<file path="src/rtl/motion_pkg.sv">
// motion_pkg: shared types and default dimensions for the motion centroid path.
package motion_pkg;

  // Controller sequencing: idle, divide X sum, divide Y sum, publish result
  typedef enum logic [1:0] {
    IDLE    = 2'd0,
    DIV_X   = 2'd1,
    DIV_Y   = 2'd2,
    PUBLISH = 2'd3
  } state_t;

  localparam int H_ACT_DEF = 320;
  localparam int V_ACT_DEF = 240;
  localparam int SUM_W_DEF = 32;
  localparam int CNT_W_DEF = 18;
  localparam int COORD_W   = 10;

endpackage

</file>
<file path="src/rtl/motion_serial_div.sv">
// motion_serial_div: restoring unsigned divider, one quotient bit per cycle.
// A start pulse loads the operands; exactly SUM_W cycles later 'done' is high
// for one cycle and 'quotient' carries the finished result in that same cycle.
// A start arriving together with 'done' begins the next division immediately.
module motion_serial_div
  import motion_pkg::*;
#(
  parameter int SUM_W = SUM_W_DEF
) (
  input  logic             clk,
  input  logic             reset,
  input  logic             start,
  input  logic [SUM_W-1:0] dividend,
  input  logic [SUM_W-1:0] divisor,
  output logic [SUM_W-1:0] quotient,
  output logic             done
);

  localparam int CW = $clog2(SUM_W + 1);

  logic [SUM_W-1:0] r_rem;
  logic [SUM_W-1:0] r_quo;
  logic [SUM_W-1:0] r_div;
  logic [CW-1:0]    r_count;
  logic             r_active;

  logic [SUM_W:0]   w_trial;
  logic             w_ge;
  logic [SUM_W-1:0] w_rem_next;
  logic [SUM_W-1:0] w_quo_next;

  // Shift in the next dividend bit and try subtracting the divisor.
  // The remainder stays below the divisor, so the difference fits SUM_W bits.
  assign w_trial    = {r_rem, r_quo[SUM_W-1]};
  assign w_ge       = (w_trial >= {1'b0, r_div});
  assign w_rem_next = w_ge ? (w_trial[SUM_W-1:0] - r_div) : w_trial[SUM_W-1:0];
  assign w_quo_next = {r_quo[SUM_W-2:0], w_ge};

  assign done     = r_active && (r_count == CW'(1));
  assign quotient = w_quo_next;

  // Operand load on start, otherwise one restoring step per cycle while active
  always_ff @(posedge clk) begin
    if (reset) begin
      r_rem    <= '0;
      r_quo    <= '0;
      r_div    <= '0;
      r_count  <= '0;
      r_active <= 1'b0;
    end else if (start) begin
      r_rem    <= '0;
      r_quo    <= dividend;
      r_div    <= divisor;
      r_count  <= CW'(SUM_W);
      r_active <= 1'b1;
    end else if (r_active) begin
      r_rem   <= w_rem_next;
      r_quo   <= w_quo_next;
      r_count <= r_count - CW'(1);
      if (r_count == CW'(1)) r_active <= 1'b0;
    end
  end

endmodule

</file>
<file path="src/rtl/motion_centroid_ctrl.sv">
// motion_centroid_ctrl: per-frame centre of mass of motion pixels.
// Optional build macro COM_SMOOTH_EN: average each publish with the previous one.
module motion_centroid_ctrl
  import motion_pkg::*;
#(
  parameter int H_ACT     = H_ACT_DEF,
  parameter int V_ACT     = V_ACT_DEF,
  parameter int SUM_W     = SUM_W_DEF,
  parameter int CNT_W     = CNT_W_DEF,
  parameter int MIN_COUNT = 1
) (
  input  logic             clk,
  input  logic             reset,
  input  logic             pix_tick,
  input  logic             DE,
  input  logic [9:0]       x_pixel,
  input  logic [9:0]       y_pixel,
  input  logic             motion_flag,
  output logic [9:0]       com_x,
  output logic [9:0]       com_y,
  output logic             com_valid,
  output logic             busy,
  output logic [CNT_W-1:0] motion_cnt,
  output logic             overrun
);

  // A zero threshold would allow a division by zero.
  if (MIN_COUNT < 1) begin : g_min_count_check
    $error("MIN_COUNT must be at least 1");
  end

  localparam logic [9:0] H_C = 10'(H_ACT);
  localparam logic [9:0] V_C = 10'(V_ACT);

  state_t r_state, w_state_next;

  logic [SUM_W-1:0] r_sum_x, r_sum_y, r_snap_y;
  logic [CNT_W-1:0] r_cnt, r_snap_cnt, r_motion_cnt;
  logic             r_fe_prev, r_overrun;
  logic [9:0]       r_quo_x, r_com_x, r_com_y;

  logic             w_in_win, w_fe_pos, w_frame_end, w_start_x, w_div_start, w_div_done;
  logic [SUM_W:0]   w_add_x, w_add_y;
  logic [CNT_W:0]   w_add_cnt;
  logic [SUM_W-1:0] w_dividend, w_divisor, w_quotient;
  logic [9:0]       w_pub_x, w_pub_y;

  assign w_in_win  = pix_tick & DE & motion_flag & (x_pixel < H_C) & (y_pixel < V_C);
  assign w_add_x   = {1'b0, r_sum_x} + (SUM_W+1)'(x_pixel);
  assign w_add_y   = {1'b0, r_sum_y} + (SUM_W+1)'(y_pixel);
  assign w_add_cnt = {1'b0, r_cnt} + (CNT_W+1)'(1);

  // Frame end is the first ticked cycle sitting on (H_ACT, V_ACT)
  assign w_fe_pos    = (x_pixel == H_C) && (y_pixel == V_C);
  assign w_frame_end = pix_tick & w_fe_pos & ~r_fe_prev;
  assign w_start_x   = w_frame_end && (r_state == IDLE) && (r_cnt >= CNT_W'(MIN_COUNT));

  // X starts straight from the live sums; Y starts from the snapshot as X finishes
  assign w_div_start = w_start_x | ((r_state == DIV_X) & w_div_done);
  assign w_dividend  = (r_state == IDLE) ? r_sum_x : r_snap_y;
  assign w_divisor   = (r_state == IDLE) ? SUM_W'(r_cnt) : SUM_W'(r_snap_cnt);

  motion_serial_div #(.SUM_W(SUM_W)) u_div (
    .clk      (clk),
    .reset    (reset),
    .start    (w_div_start),
    .dividend (w_dividend),
    .divisor  (w_divisor),
    .quotient (w_quotient),
    .done     (w_div_done)
  );

  // Saturating accumulation of in-window motion pixels, cleared at frame end
  always_ff @(posedge clk) begin
    if (reset) begin
      r_sum_x <= '0;
      r_sum_y <= '0;
      r_cnt   <= '0;
    end else if (w_frame_end) begin
      r_sum_x <= '0;
      r_sum_y <= '0;
      r_cnt   <= '0;
    end else if (w_in_win) begin
      r_sum_x <= w_add_x[SUM_W] ? '1 : w_add_x[SUM_W-1:0];
      r_sum_y <= w_add_y[SUM_W] ? '1 : w_add_y[SUM_W-1:0];
      r_cnt   <= w_add_cnt[CNT_W] ? '1 : w_add_cnt[CNT_W-1:0];
    end
  end

  // Frame-end edge tracking, per-frame count and overrun strobe
  always_ff @(posedge clk) begin
    if (reset) begin
      r_fe_prev    <= 1'b0;
      r_motion_cnt <= '0;
      r_overrun    <= 1'b0;
    end else begin
      if (pix_tick) r_fe_prev <= w_fe_pos;
      if (w_frame_end) r_motion_cnt <= r_cnt;
      r_overrun <= w_frame_end & busy;
    end
  end

  // Snapshot operands for Y only when a division is launched, so a late
  // frame end never disturbs the division in progress
  always_ff @(posedge clk) begin
    if (reset) begin
      r_snap_y   <= '0;
      r_snap_cnt <= '0;
      r_quo_x    <= '0;
    end else begin
      if (w_start_x) begin
        r_snap_y   <= r_sum_y;
        r_snap_cnt <= r_cnt;
      end
      if ((r_state == DIV_X) && w_div_done) r_quo_x <= w_quotient[9:0];
    end
  end

`ifdef COM_SMOOTH_EN
  logic        r_have_prev;
  logic [10:0] w_avg_x, w_avg_y;
  logic        w_unused_bits;

  assign w_avg_x = {1'b0, r_com_x} + {1'b0, r_quo_x};
  assign w_avg_y = {1'b0, r_com_y} + {1'b0, w_quotient[9:0]};
  assign w_pub_x = r_have_prev ? w_avg_x[10:1] : r_quo_x;
  assign w_pub_y = r_have_prev ? w_avg_y[10:1] : w_quotient[9:0];
  assign w_unused_bits = ^{w_quotient[SUM_W-1:10], w_avg_x[0], w_avg_y[0]};

  // First publish after reset loads directly; later ones average
  always_ff @(posedge clk) begin
    if (reset) r_have_prev <= 1'b0;
    else if ((r_state == DIV_Y) && w_div_done) r_have_prev <= 1'b1;
  end
`else
  logic w_unused_bits;

  assign w_pub_x = r_quo_x;
  assign w_pub_y = w_quotient[9:0];
  assign w_unused_bits = ^w_quotient[SUM_W-1:10];
`endif

  // Centroid outputs load as the Y division completes, visible in PUBLISH
  always_ff @(posedge clk) begin
    if (reset) begin
      r_com_x <= '0;
      r_com_y <= '0;
    end else if ((r_state == DIV_Y) && w_div_done) begin
      r_com_x <= w_pub_x;
      r_com_y <= w_pub_y;
    end
  end

  // State register
  always_ff @(posedge clk) begin
    if (reset) r_state <= IDLE;
    else       r_state <= w_state_next;
  end

  // Next-state and state-decoded outputs
  always_comb begin
    w_state_next = r_state;
    busy         = 1'b0;
    com_valid    = 1'b0;
    case (r_state)
      IDLE:    if (w_start_x) w_state_next = DIV_X;
      DIV_X: begin
        busy = 1'b1;
        if (w_div_done) w_state_next = DIV_Y;
      end
      DIV_Y: begin
        busy = 1'b1;
        if (w_div_done) w_state_next = PUBLISH;
      end
      PUBLISH: begin
        com_valid    = 1'b1;
        w_state_next = IDLE;
      end
      default: w_state_next = IDLE;
    endcase
  end

  assign com_x      = r_com_x;
  assign com_y      = r_com_y;
  assign motion_cnt = r_motion_cnt;
  assign overrun    = r_overrun;

endmodule

</file>
<file path="config.mk">
export PLATFORM = sky130hd
export DESIGN_NAME = motion_centroid_ctrl
export DESIGN_NICKNAME = d
export VERILOG_FILES = /design/src/rtl/motion_pkg.sv /design/src/rtl/motion_serial_div.sv /design/src/rtl/motion_centroid_ctrl.sv
export SDC_FILE = /design/constraint.sdc
export NUM_CORES = 1
export LEC_CHECK = 0
export ABC_AREA = 1
export CAP_MARGIN = 15
export CORE_UTILIZATION = 60
export CTS_BUF_LIST = sky130_fd_sc_hd__clkbuf_4
export DETAILED_ROUTE_END_ITERATION = 8
export GPL_TIMING_DRIVEN = 0
export PLACE_DENSITY = 0.81
export SLEW_MARGIN = 20
export SYNTH_ARGS = -nofsm -noshare
export SYNTH_HDL_FRONTEND = slang
export SYNTH_HIERARCHICAL = 1
export SYNTH_SLANG_ARGS = --single-unit
</file>
<file path="constraint.sdc">
create_clock -name clk -period 5.44 [get_ports clk]
set_input_delay 0.544 -clock clk [delete_from_list [all_inputs] [get_ports clk]]
set_output_delay 0.544 -clock clk [all_outputs]
set_load 0.02 [all_outputs]
</file>
==> impl_metrics.toml, run 1 <==
[status]
outcome = "finished clean"

[logic_synthesis]
synthesis.area_per_instance_sq_um = 6.41
synthesis.area_sq_um = 17100
yosys_warnings = 6
synth_cells = 2665

[route]
wirelength_um = 50000
antenna_left = 0
detail_route.iter0.violations = 1560
top_signal_layer_used = "met4"
wl_met1_um = 21100
detail_route.wl_per_cell_um = 15.4
drc_errors = 0
wl_met3_um = 3380
first_pass_iters = 6
detail_route.vias_per_cell = 5.43
met2RoutedLength_um = 23300
num_vias = 17638

[critical_path]
reg2regPathDepth = 14
r2r-end = "u_div/r_quo[29]"
worstSetupStartpoint = "r_cnt[0]"
timing_worst_setup_path_type = "reg -> reg"
critPathCapture = "u_div/r_quo[29]"
cpLargestDelayFamily = "buffers and inverters"
timing.reg2reg.setup_slack_ns = 1.41
setup.worst_path.end_class = "flop"
startpoint_type = "flop"
arrival_ns = 4.63
timing.rr.start = "r_cnt[0]"
worstPathCellList = "inv_1 -> ha_1 -> nand2_1 -> nor3_1 -> nand3_1 -> nand2_2 -> clkbuf_1 -> o21ai_0 -> nor2_1 -> inv_1 -> buf_2 -> buf_1 -> o221ai_1 -> nor2_1"
cp_slowest_cell = "o21ai_0"
timing.critical_path.fanout_max = 10
crit_path_max_incr_delay_ns = 0.90
cp.buffers_inverters = 5
crit_cells = 14
critPathRequiredTime_ns = 6.05

[timing]
tightestPinTransition_ns = 1.05
skew_ns = 0.0670
hold_viol_final = 0
layout_min_cycle_time_ns = 4.03
rsz0062_at_grt = "no"
totalNegativeSetupSlack_ns = 0
slew_violations = 0
report.final.setup_viol = 0
achievable-frequency_ghz = 0.248
timing.max_slew.rel_slack = 0.295
finalCritPeriodShare = 0.740

[die]
die_w_um = 171
fp.dieArea_sq_um = 29200
core.rowCount = 61
io_pins = 66
start_util = 0.612
die_height_um = 171
core_region_area_sq_um = 27900

[power]
power.ir.vdd_worst_mv = 0.173
power.density_cell_area_nw_per_um2 = 224
power.static_leakage_nw = 8.82

[cts]
cts.sink_count = 287
cts_tree = "built"
numCtsBuffers = 78
cts_hold_repair.buffers = 0
post-cts-setup-buffers = 0
clk_pin_slew_worst_setup_hold_paths_ns = 0.06
clk-insertion-delay-late_ns = 0.73
postCtsResizedCells = 0
cts_root_buffer = "clkbuf_4"
depth_of_the_cts_h_tree = 3
ctsLongestPathBuffers = 3

[global_routing]
groute.usage.overall = 0.348
first_global_vias = 16413
grt_first_pass_wirelength_um = 80400
grt_overflow_total = 0
largest_net_degree_at_the_start_of_global_routing = 14
antenna_found_initial = 1

[place]
io_buffer_count = 65
routabilityCongestion = 0.976
cells_after_dpl = 3121
place_hpwl_um = 38700

[finish]
final_cell_count_no_fill = 3246
nNetsFinal = 2912
syn_to_final_growth_pct = 12.4
final_layout_size_suffix_gt1_frac = 0.0795

[min_path]
timing.hold.worst.class = "reg -> reg"

[flow_run]
maxCapViolations = 0
stage by stage:
step | util | hold slack (ns) | total power [mW] | instance area (sq um) | setup slack [ns]
after floorplan | - | 0.431 | 2.34 | 17100 | 2.71
after global placement | 0.654 | 0.434 | 2.45 | 18300 | 0.986
after detailed placement | 0.654 | 0.437 | 2.46 | 18300 | 0.895
after CTS | 0.687 | 0.437 | 4.33 | 19200 | 1.50
after global routing | 0.687 | 0.451 | 4.48 | 19200 | 1.21
final | 0.687 | 0.444 | 4.30 | 19200 | 1.41
worst reg2reg max path: cells and delay by family (launching register included):
family | cells | cell delay, ns
compound gates | 2 | 1.08
simple gates | 6 | 0.91
flops | 1 | 0.53
fa+ha+maj | 1 | 0.21
buf+inv | 5 | 1.20
report_power, final:
| group | switching (mW) | total (mW) | internal, mW |
|---|---|---|---|
| combinational | 0.223 | 0.305 | 0.0815 |
| clock | 0.900 | 1.88 | 0.982 |
| sequential | 0.00530 | 2.11 | 2.11 |
| total | 1.13 | 4.30 | 3.17 |
layer usage:
metal | vias to the layer above | GRT usage
li1 | 8848 | -
met1 | 7995 | 0.437
met2 | 649 | 0.576
met3 | 146 | 0.0502
met4 | 0 | 0.185
met5 | - | 0
worst min-delay path by stage:
stage                          from               to  cells past startpoint
floorplan           u_div/r_quo[30]  u_div/r_quo[30]                      2
global placement      motion_cnt[6]    motion_cnt[6]                      2
detailed placement    motion_cnt[5]    motion_cnt[5]                      2
CTS                 u_div/r_quo[16]  u_div/r_quo[17]                      2
global route        u_div/r_quo[16]  u_div/r_quo[17]                      2
finish                motion_cnt[4]    motion_cnt[4]                      2
cell type report:
class	count	area (sq um)
Antenna cell	1	2.50
Buffer	110	584
Clock buffer	111	833
Clock inverter	13	106
Fill cell	2543	8730
Inverter	391	1470
Multi-Input combinational cell	1890	9340
Sequential cell	287	5750
Tap cell	378	473
Timing Repair Buffer	65	651
registers in the layout (all words and copies together) (netlist names), 32 cells and up:
register and cells:
r_sum_x 32, r_sum_y 32, r_snap_y 32, u_div/r_div 32, u_div/r_quo 32, u_div/r_rem 32
placed cells by master, fill, tap and decap left out, types with 15 or more instances in the layout:
master	count
nor2_2	18
clkbuf_1	57
a21oi_1	200
clkbuf_4	111
nand3_1	150
nor2_1	283
nor3_1	49
clkdlybuf4s50_1	65
o21ai_0	203
xor2_1	19
xnor2_1	27
ha_1	61
o221ai_1	29
nand4_1	41
buf_2	20
inv_1	381
nand2_2	16
nand2_1	707
dfxtp_1	287
buf_4	15
No activity file was read; power rests on OpenSTA's default activity.
==> inputs of run 2 (changes only) <==
Clock period 5.44 ns to 3.9 ns, I/O delays scaled along.
==> impl_metrics.toml, run 2 (same netlist as run 1, synthesis figures left out) <==
[route]
detail_route.iter0.violations = 1560
num_vias = 17622
detail_route.wl_per_cell_um = 15.4
first_pass_iters = 6
drc_errors = 0
detail_route.vias_per_cell = 5.43
antenna_left = 0
wirelength_um = 50000

[timing]
totalNegativeSetupSlack_ns = 0
whs_ns = 0.388
finalCritPeriodShare = 0.946
tightestPinTransition_ns = 0.824
setup_slack_ns = 0.210
slew_violations = 0
rsz0062_at_grt = "no"
layout_min_cycle_time_ns = 3.69
achievable-frequency_ghz = 0.271
hold_viol_final = 0
timing.max_slew.rel_slack = 0.451
report.final.setup_viol = 0
skew_ns = 0.0660

[critical_path]
setup.worst_path.end_class = "flop"
worstPathCellList = "inv_1 -> ha_1 -> nor3_1 -> nand3_1 -> nand2_2 -> clkbuf_1 -> o21ai_1 -> inv_1 -> clkbuf_1 -> buf_1 -> o221ai_1 -> nor2_1"
reg2regPathDepth = 12
timing.reg2reg.setup_slack_ns = 0.21
arrival_ns = 4.29
worstSetupStartpoint = "r_cnt[1]"
cp_slowest_cell = "clkbuf_1"
startpoint_type = "flop"
critPathRequiredTime_ns = 4.50
timing_worst_setup_path_type = "reg -> reg"
crit_path_max_incr_delay_ns = 0.48
timing.rr.start = "r_cnt[1]"
timing.critical_path.fanout_max = 10
r2r-end = "u_div/r_quo[11]"

[cts]
clk_pin_slew_worst_setup_hold_paths_ns = 0.06
cts_hold_repair.buffers = 0
depth_of_the_cts_h_tree = 3
numCtsBuffers = 78
ctsLongestPathBuffers = 3
clk-insertion-delay-late_ns = 0.73
cts.sink_count = 287
cts_root_buffer = "clkbuf_4"
cts_tree = "built"

[global_routing]
first_global_vias = 16413
globalRouteMet2Util = 0.576
grt_overflow_total = 0
grt_first_pass_wirelength_um = 80400
met1_track_usage_gr = 0.437
grt_most_used_layer = "met2"
grt.met3_usage = 0.0502
antenna_found_initial = 1
groute.usage.overall = 0.348
largest_net_degree_at_the_start_of_global_routing = 14

[min_path]
hold-path-cell-count = 4
min-delay-start = "pix_tick"
timing.hold.worst_endpoint = "r_fe_prev"
timing.hold.worst.class = "in -> reg"

[flow_run]
maxCapViolations = 0

[finish]
nNetsFinal = 2912
final_cell_count_no_fill = 3246
final_design_area_no_fill_sq_um = 19200
syn_to_final_growth_pct = 12.4
most_used_cells_in_the_layout_excluding_fill_and_tap_cells = "707 x nand2_1, 381 x inv_1, 287 x dfxtp_1, 283 x nor2_1, 202 x o21ai_0"
final_layout_size_suffix_gt1_frac = 0.0795
mostFrequentLayoutCell = "nand2_1"

[die]
fp.dieArea_sq_um = 29200
core_region_area_sq_um = 27900
start_util = 0.612
die_w_um = 171
die_height_um = 171
core.rowCount = 61
io_pins = 66

[status]
outcome = "finished clean"

[power]
power.ir.vdd_worst_mv = 0.242
power.density_cell_area_nw_per_um2 = 312
power.static_leakage_nw = 8.82

[place]
cells_after_dpl = 3121
io_buffer_count = 65
routabilityCongestion = 0.976
place_hpwl_um = 38700
pre_cts_setup_slack_ns = -0.491
post_dp_cell_area_sq_um = 18300
-- run 2: cell counts in the layout (fill, tap and decap cells not counted) --
No cell type changed its count.
-- run 2: worst max-delay path by stage --
stage	cells past startpoint	slack, ns	to
2_1_floorplan	14	1.29	u_div/r_quo[20]
3_3_place_gp	14	-0.40	u_div/r_quo[27]
3_5_place_dp	14	-0.49	u_div/r_quo[26]
4_1_cts	14	0.29	u_div/r_quo[29]
5_1_grt	14	0.006	u_div/r_quo[29]
6_report	12	0.21	u_div/r_quo[11]
-- run 2: layout make-up --
cell class	count	area, sq um
multi-input combinational	1890	9340
antenna	1	2.50
fill	2543	8730
inverter	391	1470
tap	378	473
sequential	287	5750
clock inverter	13	106
timing repair buffer	65	651
buffer	110	584
clock buffer	111	833
-- run 2: stage by stage --
step                total power [mW]  utilization
floorplan                       3.27            -
global placement                3.42        0.654
detailed placement              3.43        0.654
CTS                             6.04        0.687
global route                    6.24        0.687
finish                          6.00        0.687
-- run 2: what timing repair did --
item | 4_1_cts | 5_1_grt
endpoints found under the hold margin | 0 | 0
endpoints found under the setup margin | 11 | 0
setup buffers | 0 | 0
gates resized for setup | 1 | 0
-- run 2: where the power goes --
part           total [mW]  switching [mW]  leakage (nW)  internal, mW
Sequential           2.95         0.00739          2.31          2.94
Combinational       0.426           0.312          5.95         0.114
Clock                2.62            1.25         0.557          1.37
Total                6.00            1.57          8.82          4.42
-- run 2: per-layer routing --
layer / wire [um] / up-vias
met5: 0 / -
met4: 2310 / 0
met3: 3360 / 147
met2: 23300 / 649
met1: 21100 / 7980
li1: - / 8846
-- run 2: worst max-delay path: cells and delay by family (launching register included) --
family / cells / cell delay [ns]
fa+ha+maj: 1 / 0.20
compound gates: 2 / 0.54
flops: 1 / 0.39
buf+inv: 5 / 1.67
simple gates: 4 / 0.76
